`src/rtl/mem_arb_pkg.sv`:
```
// -----------------------------------------------------------------------------
// mem_arb_pkg
// Shared definitions for the memory port arbiter: FSM state encoding, port
// identifiers and the widths of the latency and starvation counters.
// Ports: none (package).
// Configuration: MEM_PORT_ARBITER_RR_EN selects round-robin arbitration in
// the modules that import this package.
// -----------------------------------------------------------------------------
package mem_arb_pkg;

    typedef enum logic [1:0] {
        ST_IDLE   = 2'b00,
        ST_ACCESS = 2'b01,
        ST_DONE   = 2'b10
    } state_t;

    localparam logic PORT_CPU = 1'b0;
    localparam logic PORT_AUX = 1'b1;

    // Smallest width able to hold max_val.
    function automatic int cnt_width(input int max_val);
        int w;
        w = 1;
        while ((1 << w) <= max_val) w++;
        return w;
    endfunction

    // Counters are sized for the largest legal MEM_LATENCY (7) and
    // STARVE_LIMIT (15) so any legal parameter value fits.
    localparam int LAT_MAX    = 7;
    localparam int STARVE_MAX = 15;
    localparam int LAT_W      = cnt_width(LAT_MAX);
    localparam int STARVE_W   = cnt_width(STARVE_MAX);

endpackage

```
`src/rtl/mem_port_arbiter_arb_pick.sv`:
```
// -----------------------------------------------------------------------------
// arb_pick
// Combinational winner selection between the cpu and aux requesters.
// Ports:
//   cpu_req, aux_req : pending requests
//   starve_cnt       : lost-tie count for aux (fixed-priority build)
//   last_grant       : port granted last (round-robin build)
//   winner           : selected port (PORT_CPU / PORT_AUX)
// Configuration: MEM_PORT_ARBITER_RR_EN swaps fixed priority with starvation
// guard for round-robin tie breaking.
// -----------------------------------------------------------------------------
module arb_pick
    import mem_arb_pkg::*;
#(
    parameter int STARVE_LIMIT = 4
) (
    input  logic                cpu_req,
    input  logic                aux_req,
`ifdef MEM_PORT_ARBITER_RR_EN
    input  logic                last_grant,
`else
    input  logic [STARVE_W-1:0] starve_cnt,
`endif
    output logic                winner
);

    // A lone requester always wins; only a tie needs a policy.
    always_comb begin
        winner = PORT_CPU;
        if (cpu_req && aux_req) begin
`ifdef MEM_PORT_ARBITER_RR_EN
            winner = ~last_grant;
`else
            winner = (starve_cnt >= STARVE_W'(STARVE_LIMIT)) ? PORT_AUX : PORT_CPU;
`endif
        end else if (aux_req) begin
            winner = PORT_AUX;
        end
    end

endmodule

```
`src/rtl/mem_port_arbiter.sv`:
```
// -----------------------------------------------------------------------------
// mem_port_arbiter
// Shares a single-port memory between the cpu datapath and an aux
// (loader/debug) port. One transaction at a time: IDLE picks a winner and
// latches its command, ACCESS holds the memory controls for MEM_LATENCY
// cycles and captures read data on the last one, DONE pulses the ack.
// Ports:
//   clock, reset_n                          : clock, async active-low reset
//   cpu_req/we/addr/wdata, cpu_ack/rdata    : cpu requester
//   aux_req/we/addr/wdata, aux_ack/rdata    : aux requester
//   mem_re, mem_we, mem_addr, mem_wdata     : memory controls
//   mem_rdata                               : memory read data
//   grant                                   : owner of current transaction
//   busy                                    : high outside IDLE
// Configuration: define MEM_PORT_ARBITER_RR_EN for round-robin tie breaking
// instead of cpu priority with an aux starvation guard.
// -----------------------------------------------------------------------------
module mem_port_arbiter
    import mem_arb_pkg::*;
#(
    parameter int ADDR_W       = 16,
    parameter int DATA_W       = 16,
    parameter int MEM_LATENCY  = 1,
    parameter int STARVE_LIMIT = 4
) (
    input  logic              clock,
    input  logic              reset_n,
    input  logic              cpu_req,
    input  logic              cpu_we,
    input  logic [ADDR_W-1:0] cpu_addr,
    input  logic [DATA_W-1:0] cpu_wdata,
    output logic              cpu_ack,
    output logic [DATA_W-1:0] cpu_rdata,
    input  logic              aux_req,
    input  logic              aux_we,
    input  logic [ADDR_W-1:0] aux_addr,
    input  logic [DATA_W-1:0] aux_wdata,
    output logic              aux_ack,
    output logic [DATA_W-1:0] aux_rdata,
    output logic              mem_re,
    output logic              mem_we,
    output logic [ADDR_W-1:0] mem_addr,
    output logic [DATA_W-1:0] mem_wdata,
    input  logic [DATA_W-1:0] mem_rdata,
    output logic              grant,
    output logic              busy
);

    state_t              state;
    state_t              state_next;
    logic [LAT_W-1:0]    lat_cnt;
    logic                lat_we;
    logic [ADDR_W-1:0]   lat_addr;
    logic [DATA_W-1:0]   lat_wdata;
    logic                winner;
    logic                any_req;
    logic                last_access;

    assign any_req     = cpu_req | aux_req;
    assign last_access = (lat_cnt == LAT_W'(1));

`ifdef MEM_PORT_ARBITER_RR_EN
    logic last_grant;

    arb_pick #(.STARVE_LIMIT(STARVE_LIMIT)) u_pick (
        .cpu_req    (cpu_req),
        .aux_req    (aux_req),
        .last_grant (last_grant),
        .winner     (winner)
    );

    // Resets to aux so the very first tie goes to cpu.
    always_ff @(posedge clock or negedge reset_n) begin
        if (!reset_n) begin
            last_grant <= PORT_AUX;
        end else if (state == ST_IDLE && any_req) begin
            last_grant <= winner;
        end
    end
`else
    logic [STARVE_W-1:0] starve_cnt;

    arb_pick #(.STARVE_LIMIT(STARVE_LIMIT)) u_pick (
        .cpu_req    (cpu_req),
        .aux_req    (aux_req),
        .starve_cnt (starve_cnt),
        .winner     (winner)
    );

    // Counts ties aux has lost; saturates at the limit, which is exactly when
    // aux wins the next tie and the count clears.
    always_ff @(posedge clock or negedge reset_n) begin
        if (!reset_n) begin
            starve_cnt <= '0;
        end else if (state == ST_IDLE && any_req) begin
            if (winner == PORT_AUX) begin
                starve_cnt <= '0;
            end else if (aux_req && starve_cnt < STARVE_W'(STARVE_LIMIT)) begin
                starve_cnt <= starve_cnt + STARVE_W'(1);
            end
        end
    end
`endif

    always_ff @(posedge clock or negedge reset_n) begin
        if (!reset_n) begin
            state <= ST_IDLE;
        end else begin
            state <= state_next;
        end
    end

    // Transaction registers: the command is frozen in IDLE so requester
    // inputs may change freely while the access runs.
    always_ff @(posedge clock or negedge reset_n) begin
        if (!reset_n) begin
            lat_cnt   <= '0;
            lat_we    <= 1'b0;
            lat_addr  <= '0;
            lat_wdata <= '0;
            grant     <= PORT_CPU;
            cpu_rdata <= '0;
            aux_rdata <= '0;
        end else begin
            case (state)
                ST_IDLE: begin
                    if (any_req) begin
                        grant     <= winner;
                        lat_cnt   <= LAT_W'(MEM_LATENCY);
                        lat_we    <= (winner == PORT_AUX) ? aux_we    : cpu_we;
                        lat_addr  <= (winner == PORT_AUX) ? aux_addr  : cpu_addr;
                        lat_wdata <= (winner == PORT_AUX) ? aux_wdata : cpu_wdata;
                    end
                end
                ST_ACCESS: begin
                    lat_cnt <= lat_cnt - LAT_W'(1);
                    if (last_access && !lat_we) begin
                        if (grant == PORT_AUX) begin
                            aux_rdata <= mem_rdata;
                        end else begin
                            cpu_rdata <= mem_rdata;
                        end
                    end
                end
                default: begin
                end
            endcase
        end
    end

    // Next state and outputs decode purely from state and latched command,
    // so an asynchronous reset drops the strobes immediately.
    always_comb begin
        state_next = state;
        mem_re     = 1'b0;
        mem_we     = 1'b0;
        mem_addr   = '0;
        mem_wdata  = '0;
        cpu_ack    = 1'b0;
        aux_ack    = 1'b0;
        busy       = (state != ST_IDLE);
        case (state)
            ST_IDLE: begin
                if (any_req) state_next = ST_ACCESS;
            end
            ST_ACCESS: begin
                mem_re    = ~lat_we;
                mem_we    = lat_we;
                mem_addr  = lat_addr;
                mem_wdata = lat_wdata;
                if (last_access) state_next = ST_DONE;
            end
            ST_DONE: begin
                cpu_ack    = (grant == PORT_CPU);
                aux_ack    = (grant == PORT_AUX);
                state_next = ST_IDLE;
            end
            default: begin
                state_next = ST_IDLE;
            end
        endcase
    end

endmodule

```
`config.mk`:
```
export PLATFORM = sky130hd
export DESIGN_NAME = mem_port_arbiter
export DESIGN_NICKNAME = d
export VERILOG_FILES = /design/src/rtl/mem_arb_pkg.sv /design/src/rtl/mem_port_arbiter_arb_pick.sv /design/src/rtl/mem_port_arbiter.sv
export SDC_FILE = /design/constraint.sdc
export NUM_CORES = 1
export LEC_CHECK = 0
export CAP_MARGIN = 20
export CORE_MARGIN = 1.5
export CORE_UTILIZATION = 55
export CTS_BUF_LIST = sky130_fd_sc_hd__clkbuf_4
export CTS_CLUSTER_DIAMETER = 150
export DETAILED_ROUTE_END_ITERATION = 8
export DONT_BUFFER_PORTS = 1
export PLACE_DENSITY_LB_ADDON = 0.12
export SYNTH_ARGS = -nofsm -noshare
export SYNTH_HDL_FRONTEND = slang
export SYNTH_HIERARCHICAL = 1
export SYNTH_SLANG_ARGS = --single-unit
```
`constraint.sdc`:
```
create_clock -name clock -period 2.4 [get_ports clock]
set_input_delay 0.24 -clock clock [delete_from_list [all_inputs] [get_ports clock]]
set_output_delay 0.24 -clock clock [all_outputs]
set_load 0.1 [all_outputs]
```
==> flow_metrics.tcl, run 1 <==
set metrics [dict create \
    ys_warn_count 6 \
    finalCritPeriodShare_pct 86.5 \
    arrival_ps 1840 \
    clk_path_buf_depth 2 \
    grt_pass1_vias 2252 \
    setup_tns_ps 0 \
    overflow 0 \
    rr_startpoint "starve_cnt[2]$_DFFE_PN0P_" \
    fmax_ghz 0.482 \
    io_buffers 0 \
    cp_num_buf_inv 2 \
    hpwlAfterDp_um 4850 \
    rr_endpoint "lat_wdata[0]$_DFFE_PN0P_" \
    hp-class "input port to register" \
    setup_violations 0 \
    nFillCells 512 \
    fin_worst_skew_ps 18.3 \
    crit_cells 4 \
    tightest_slew_ps 939 \
    placementRows 29 \
    outcome "finished clean" \
    end_kind "output pin" \
    syn-num-nets 352 \
    hold_violations 0 \
    worstPathCellList "nor2b_2 > buf_4 > and2_1 > buf_4" \
    gp_congestion 0.737 \
    synthCells 263 \
    start_kind "register" \
    ios 156 \
    syn_to_final_growth_pct 18.9 \
    maxSlewHeadroom_pct 37.4 \
    worstHoldStart "aux_req" \
    h-tree-depth 3 \
    syn-cell-area_um2 3650 \
    grt_max_degree 76 \
    drive_gt1_share_pct 50.9 \
    drt_iter0_drc 95 \
    vias 2239 \
    die_w_um 84.5 \
    hold_path_end "starve_cnt[2]$_DFFE_PN0P_" \
    grt.total_usage_pct 20.4 \
    synthDistinctLibCells 33 \
    clock_latency_ps 410 \
    initial_core_util_pct 57.2 \
    cts_tree "yes" \
    cap_violations 0 \
    reg2regPathDepth 5 \
    cts_sinks 75 \
    required_ps 2160 \
    grt_pass1_wl_um 11500 \
    drc 0 \
    period_needed_ps 2080 \
    cp_slowest_stage_delay_ps 470 \
    dieArea_um2 7140 \
    antenna_found_initial 0 \
    seqCellArea_um2 1880 \
    hold_depth 2 \
    final_nets 410 \
    antennaDiodeCount 0 \
    ant_nets 0 \
    ys_ff_latch 75 \
    vias_per_cell 5.56 \
    first_pass_iters 4 \
    wl_per_cell_um 17.5 \
    cts_buffers 9 \
    synth-seq-area-share_pct 51.4 \
    die_h_um 84.5 \
    cts-root-buf "clkbuf_4" \
    multi_input_area_um2 1680 \
    crit_path_max_fanout 35 \
    syn_avg_cell_area_um2 13.9 \
    path_class "register to output pin" \
    clkTransAtPathRegs_ps 120 \
    cp_common_cell "buf_4" \
    utilization_pct 68.0 \
    rsz0062_at_grt "false" \
    reg2reg_slack_ps 580 \
    drt_wl_total_um 7060 \
    slew_violations 0 \
    cp_top_family "buffers and inverters" \
    cp_slowest_cell "dfrtp_1" \
    core_um2 6390 \
    post_cts_buffers 0 \
]
-- how the worst max path moves through the flow --
| stage | slack (ps) | startpoint | end |
|---|---|---|---|
| final | 320 | state[0]$_DFFE_PN0P_ | mem_wdata[13] |
| after detailed placement | 590 | starve_cnt[2]$_DFFE_PN0P_ | lat_wdata[5]$_DFFE_PN0P_ |
| after floorplan | 40 | grant$_DFFE_PN0P_ | cpu_ack |
| after global placement | 620 | starve_cnt[2]$_DFFE_PN0P_ | lat_wdata[5]$_DFFE_PN0P_ |
| after global routing | 170 | state[0]$_DFFE_PN0P_ | mem_we |
| after CTS | 280 | state[0]$_DFFE_PN0P_ | mem_wdata[13] |
-- sequential cells by signal (all words and copies together) (netlist names) --
name / count
starve_cnt: 4
lat_we: 1
cpu_rdata: 16
lat_cnt: 3
lat_wdata: 16
aux_rdata: 16
lat_addr: 16
grant: 1
state: 2
-- stage by stage --
step	worst slack, ps	hold WS (ps)	cell area, µm²	instances
4_1_cts	284	50.9	4340	403
3_5_place_dp	586	-54.1	4010	369
5_1_grt	170	60.5	4340	403
6_report	324	77.5	4340	403
3_3_place_gp	616	-54.2	4010	369
2_1_floorplan	37.8	-55.6	3660	263
-- layout make-up --
cell class	count	area share [%]
clock buffer	9	1.56
multi-input combinational	170	38.7
timing repair buffer	60	12.4
sequential	75	43.2
inverter	5	0.432
tap	77	2.22
clock inverter	7	1.56
-- synth_stat cells, drive strengths merged --
cell type  count  area [µm²]
a21boi         2        15.0
a21oi          2        10.0
a41oi          1        8.76
and2          34         213
and3           1        6.26
and3b          1        10.0
buf            6        76.3
clkbuf         7        26.3
dfrtp         75        1880
ha             3        37.5
inv            5        18.8
mux2          99        1150
nand2          2        7.51
nand3b         3        35.0
nor2           4        22.5
nor2b          4        27.5
nor3b          2        26.3
o211ai         2        15.0
o21ai          3        15.0
o22ai          2        12.5
o311ai         2        17.5
or2b           1        7.51
or3            1        6.26
or3b           1        8.76
-- cell families after synthesis --
logic type                 share of synthesized area (%)
AOI/OAI and AO/OA                                   2.57
adders and majority gates                           1.03
buffers and inverters                               3.32
DFF                                                 51.4
muxes                                               31.6
and+or+nand+nor                                     10.1
-- layer usage --
layer / part of all wire, % / track usage [%] / up-vias
li1: - / - / 1047
met3: 5.3 / 4.62 / 7
met4: 1.4 / 8.21 / 0
met2: 50 / 31.8 / 73
met1: 43 / 27.8 / 1112
met5: 0 / 0 / -
-- placed cells by master (no fill, tap or decap), types with 4 or more instances in the layout --
master / synthesis / routed
dfrtp_1: 75 / 75
dlygate4sd3_1: 0 / 17
clkbuf_4: 0 / 9
mux2_2: 88 / 88
and2_1: 34 / 34
mux2_4: 10 / 10
inv_1: 4 / 4
buf_4: 0 / 40
-- timing repair --
item / in CTS / in global routing
resized for setup: 0 / 0
hold buffers: 18 / 0
hold endpoints to repair: 107 / 0
Power of run 1 is not shown: default switching activity piles up to over one toggle a cycle in this logic, so the estimate is an artifact.
==> run 2: changes to the inputs <==
CTS_CLUSTER_DIAMETER = 50   (was 150)
clock period = 2.62 ns   (was 2.4 ns; I/O delays follow)
==> run 2 against run 1 <==
Compared with the run above:
- design area is 0.55% lower
- register-to-register slack better by 90 ps
- final cell count is 0.25% lower
- global-route usage is 0.51 points higher
- via count is 0.94% lower
- die area stayed put
- clock skew is 4.2 ps lower
==> flow_metrics.tcl, run 2 (synthesis gave the netlist of run 1 again) <==
set metrics [dict create \
    outcome "finished clean" \
    post_cts_buffers 0 \
    syn_to_final_growth_pct 18.3 \
    first_pass_iters 4 \
    slew_violations 0 \
    wl_per_cell_um 17.9 \
    nFillCells 480 \
    drive_gt1_share_pct 50.8 \
    rr_endpoint "lat_addr[12]$_DFFE_PN0P_" \
    fmax_ghz 0.439 \
    place_area_um2 3990 \
    drt_iter0_drc 56 \
    path_class "register to output pin" \
    cp_slowest_cell "dfrtp_1" \
    crit_path_max_fanout 23 \
    antenna_found_initial 0 \
    placementRows 29 \
    crit_start "state[0]$_DFFE_PN0P_" \
    cts_sinks 75 \
    vias_per_cell 5.52 \
    cp_num_buf_inv 2 \
    hpwlAfterDp_um 4910 \
    drc 0 \
    final_common_cell "mux2_2" \
    multi_input_area_um2 1680 \
    seqCellArea_um2 1880 \
    cts_tree "yes" \
    finalCritPeriodShare_pct 87.0 \
    reg2reg_slack_ps 670 \
    ios 156 \
    setup_violations 0 \
    die_h_um 84.5 \
    drt_wl_total_um 7210 \
    die_w_um 84.5 \
    utilization_pct 67.7 \
    fin_worst_skew_ps 14.2 \
    start_kind "register" \
    crit_end "mem_addr[4]" \
    rr_startpoint "starve_cnt[2]$_DFFE_PN0P_" \
    crit_cells 4 \
    ant_nets 0 \
    final_nets 409 \
    maxSlewHeadroom_pct 37.8 \
    cts_buffers 9 \
    arrival_ps 2020 \
    end_kind "output pin" \
    required_ps 2360 \
    overflow 0 \
    worstPathCellList "nor2b_4 > buf_4 > and2_1 > buf_4" \
    period_needed_ps 2280 \
    clock_latency_ps 420 \
    clkTransAtPathRegs_ps 130 \
    grt_max_degree 76 \
    dieArea_um2 7140 \
    antennaDiodeCount 0 \
    rsz0062_at_grt "false" \
    grt.total_usage_pct 20.9 \
    grt_pass1_wl_um 11700 \
    clk_path_buf_depth 2 \
    initial_core_util_pct 57.2 \
    setup_tns_ps 0 \
    h-tree-depth 3 \
    hp-class "input port to register" \
    io_buffers 0 \
    cp_top_family "buffers and inverters" \
    gp_congestion 0.724 \
    cts-root-buf "clkbuf_4" \
    cap_violations 0 \
    final_cell_mix "mux2_2 (88), dfrtp_1 (75), buf_4 (40), and2_1 (34), dlygate4sd3_1 (17)" \
    core_um2 6390 \
    cp_common_cell "buf_4" \
    hold_violations 0 \
    tightest_slew_ps 934 \
    cp_slowest_stage_delay_ps 500 \
    grt_pass1_vias 2251 \
    vias 2218 \
    fin_area_um2 4320 \
    reg2regPathDepth 5 \
]
[run 2: cell types whose count changed in the layout (fill, tap and decap cells not counted), sizes merged]
cell	change
buf	-1
clkinv	-1
clkinvlp	+1
[run 2: stage by stage]
stage / cells / hold WS, ps / setup slack [ps]
after floorplan: 263 / -33.6 / 236
after global placement: 368 / -32.2 / 577
after detailed placement: 368 / -32.1 / 587
after CTS: 402 / 68.5 / 104
after global routing: 402 / 83.8 / 160
final: 402 / 87.4 / 342
[run 2: layout make-up]
| cell class | count | area share (%) |
|---|---|---|
| clock buffer | 9 | 1.56 |
| clock inverter | 7 | 1.36 |
| inverter | 5 | 0.434 |
| multi-input combinational | 170 | 39.0 |
| sequential | 75 | 43.4 |
| tap | 77 | 2.23 |
| timing repair buffer | 59 | 12.0 |
[run 2: worst min-delay path by stage]
stage	from	end	slack, ps	cells after the start
final	cpu_req	starve_cnt[3]$_DFFE_PN0P_	90	2
after global routing	cpu_wdata[5]	lat_wdata[5]$_DFFE_PN0P_	80	2
after CTS	cpu_req	starve_cnt[2]$_DFFE_PN0P_	70	2
after detailed placement	reset_n	aux_rdata[11]$_DFFE_PN0P_	-30	0
after global placement	reset_n	aux_rdata[6]$_DFFE_PN0P_	-30	0
after floorplan	reset_n	aux_rdata[0]$_DFFE_PN0P_	-30	0
[run 2: per-layer routing]
metal	share of wire, %	routed length (µm)	GRT usage, %
met1	42	3030	26.9
met2	50	3630	34.1
met3	5.8	420	5.11
met4	1.7	121	8.36
met5	0	0	0
[run 2: what timing repair did]
action,CTS,global route
hold endpoints to repair,107,0
endpoints found under the setup margin,0,15
gates resized for setup,0,1
hold buffers,18,0
Power of run 2 is left out for the same reason.
==> run 3: changes to the inputs <==
CORE_UTILIZATION = 60   (was 55)
==> run 3 against run 2 <==
Compared with the run above:
- core utilization grew 6.6 points
- maximum frequency grew 0.53%
- global-route usage grew 2.4 points
- wire length grew 0.75%
- clock skew grew 5.5 ps
- register-to-register slack lost 60 ps
- non-clock buffer count is the same
- design area grew 1.2%
- sequential share of layout area shrank 0.52 points
- flip-flop and latch count is the same
- critical endpoint is now mem_wdata[3]
- highest routed layer unchanged
- first-iteration DRC count grew 120%
==> flow_metrics.tcl, run 3 (synthesis gave the netlist of run 1 again) <==
set metrics [dict create \
    dp_slack_ps 621 \
    cp_slowest_stage_delay_ps 510 \
    cts_tree "yes" \
    grt_pass1_wl_um 11300 \
    vias 2239 \
    fmax_ghz 0.441 \
    grt_pass1_vias 2287 \
    ant_nets 0 \
    hpwlAfterDp_um 5010 \
    ios 156 \
    final_cell_mix "mux2_2 (88), dfrtp_1 (75), buf_4 (39), and2_1 (34), dlygate4sd3_1 (17)" \
    required_ps 2360 \
    die_w_um 81.0 \
    drt_wl_total_um 7260 \
    cp_slowest_cell "dfrtp_1" \
    antenna_found_initial 0 \
    rsz0062_at_grt "false" \
    placementRows 28 \
    arrival_ps 2000 \
    multi_input_area_um2 1680 \
    cts_sinks 75 \
    hold_violations 0 \
    outcome "finished clean" \
    core_um2 5890 \
    maxSlewHeadroom_pct 37.8 \
    dieArea_um2 6560 \
    reg2reg_slack_ps 610 \
    setup_tns_ps 0 \
    setup_ws_ps 354 \
    cts-root-buf "clkbuf_4" \
    end_kind "output pin" \
    grt.total_usage_pct 23.3 \
    drc 0 \
    cp_common_cell "buf_4" \
    worstPathCellList "nor2b_4 > buf_4 > and2_1 > buf_4" \
    top_usage_layer "met2" \
    crit_path_max_fanout 23 \
    drt_iter0_drc 125 \
    clock_latency_ps 420 \
    use_met1_pct 28.0 \
    io_buffers 0 \
    setup_violations 0 \
    utilization_pct 74.3 \
    start_kind "register" \
    slew_violations 0 \
    post_cts_buffers 0 \
    period_needed_ps 2270 \
    cp_num_buf_inv 2 \
    gp_congestion 0.726 \
    fin_worst_skew_ps 19.7 \
    wl_per_cell_um 18.2 \
    nFillCells 407 \
    syn_to_final_growth_pct 19.7 \
    drive_gt1_share_pct 50.8 \
    antennaDiodeCount 0 \
    clk_path_buf_depth 2 \
    final_common_cell "mux2_2" \
    seqCellArea_um2 1880 \
    grt_max_degree 76 \
    first_pass_iters 4 \
    finalCritPeriodShare_pct 86.5 \
    die_h_um 81.0 \
    hp-class "input port to register" \
    final_nets 409 \
    cap_violations 0 \
    tightest_slew_ps 933 \
    initial_core_util_pct 62.1 \
    vias_per_cell 5.60 \
    cp_top_family "buffers and inverters" \
    met3_usage_pct 6.63 \
    clkTransAtPathRegs_ps 120 \
    cts_buffers 9 \
    overflow 0 \
    path_class "register to output pin" \
    h-tree-depth 3 \
    use_met2_pct 39.3 \
]
==> run 3: cell types whose count changed in the layout (fill, tap and decap cells not counted), sizes merged <==
cell and change:
bufinv +2, clkinv +1, inv -3
==> run 3: cell type report <==
cell class              instances  share of cell area [%]
multi-input cells             170                    38.5
flip-flops and latches         75                    42.9
well taps                      75                    2.15
clock buffers                   9                    1.55
repair buffers                 59                    12.1
inverters                       5                   0.429
clock inverters                 7                    2.32
==> run 3: path summary, 6_finish.rpt <==
path	start	endpoint	cells past startpoint
setup / recovery	state[0]$_DFFE_PN0P_	mem_wdata[3]	4
hold / removal	aux_req	starve_cnt[2]$_DFFE_PN0P_	2
setup reg to reg	lat_cnt[1]$_DFFE_PN0P_	aux_rdata[9]$_DFFE_PN0P_	6
hold reg to reg	lat_wdata[5]$_DFFE_PN0P_	lat_wdata[5]$_DFFE_PN0P_	1
max in group asynchronous	reset_n	lat_wdata[8]$_DFFE_PN0P_	2
min in group asynchronous	reset_n	lat_addr[9]$_DFFE_PN0P_	2
==> run 3: routing by layer <==
metal | part of all wire (%) | vias up
met2 | 53 | 87
met4 | 2.0 | 0
met1 | 39 | 1097
met5 | 0 | -
met3 | 6.5 | 14
li1 | - | 1041
==> run 3: per-stage QoR <==
stage	area, µm²	hold slack, ps	cells
after floorplan	3660	-33.6	263
after global placement	4000	-31.8	366
after detailed placement	4000	-31.5	366
after CTS	4370	64.6	400
after global routing	4370	70.7	400
final	4370	94.1	400
==> run 3: timing repair <==
item | in CTS | in global routing
endpoints found under the setup margin | 0 | 20
gates resized for setup | 0 | 1
hold endpoints to repair | 107 | 0
hold buffers | 18 | 0
Power of run 3 is left out for the same reason.
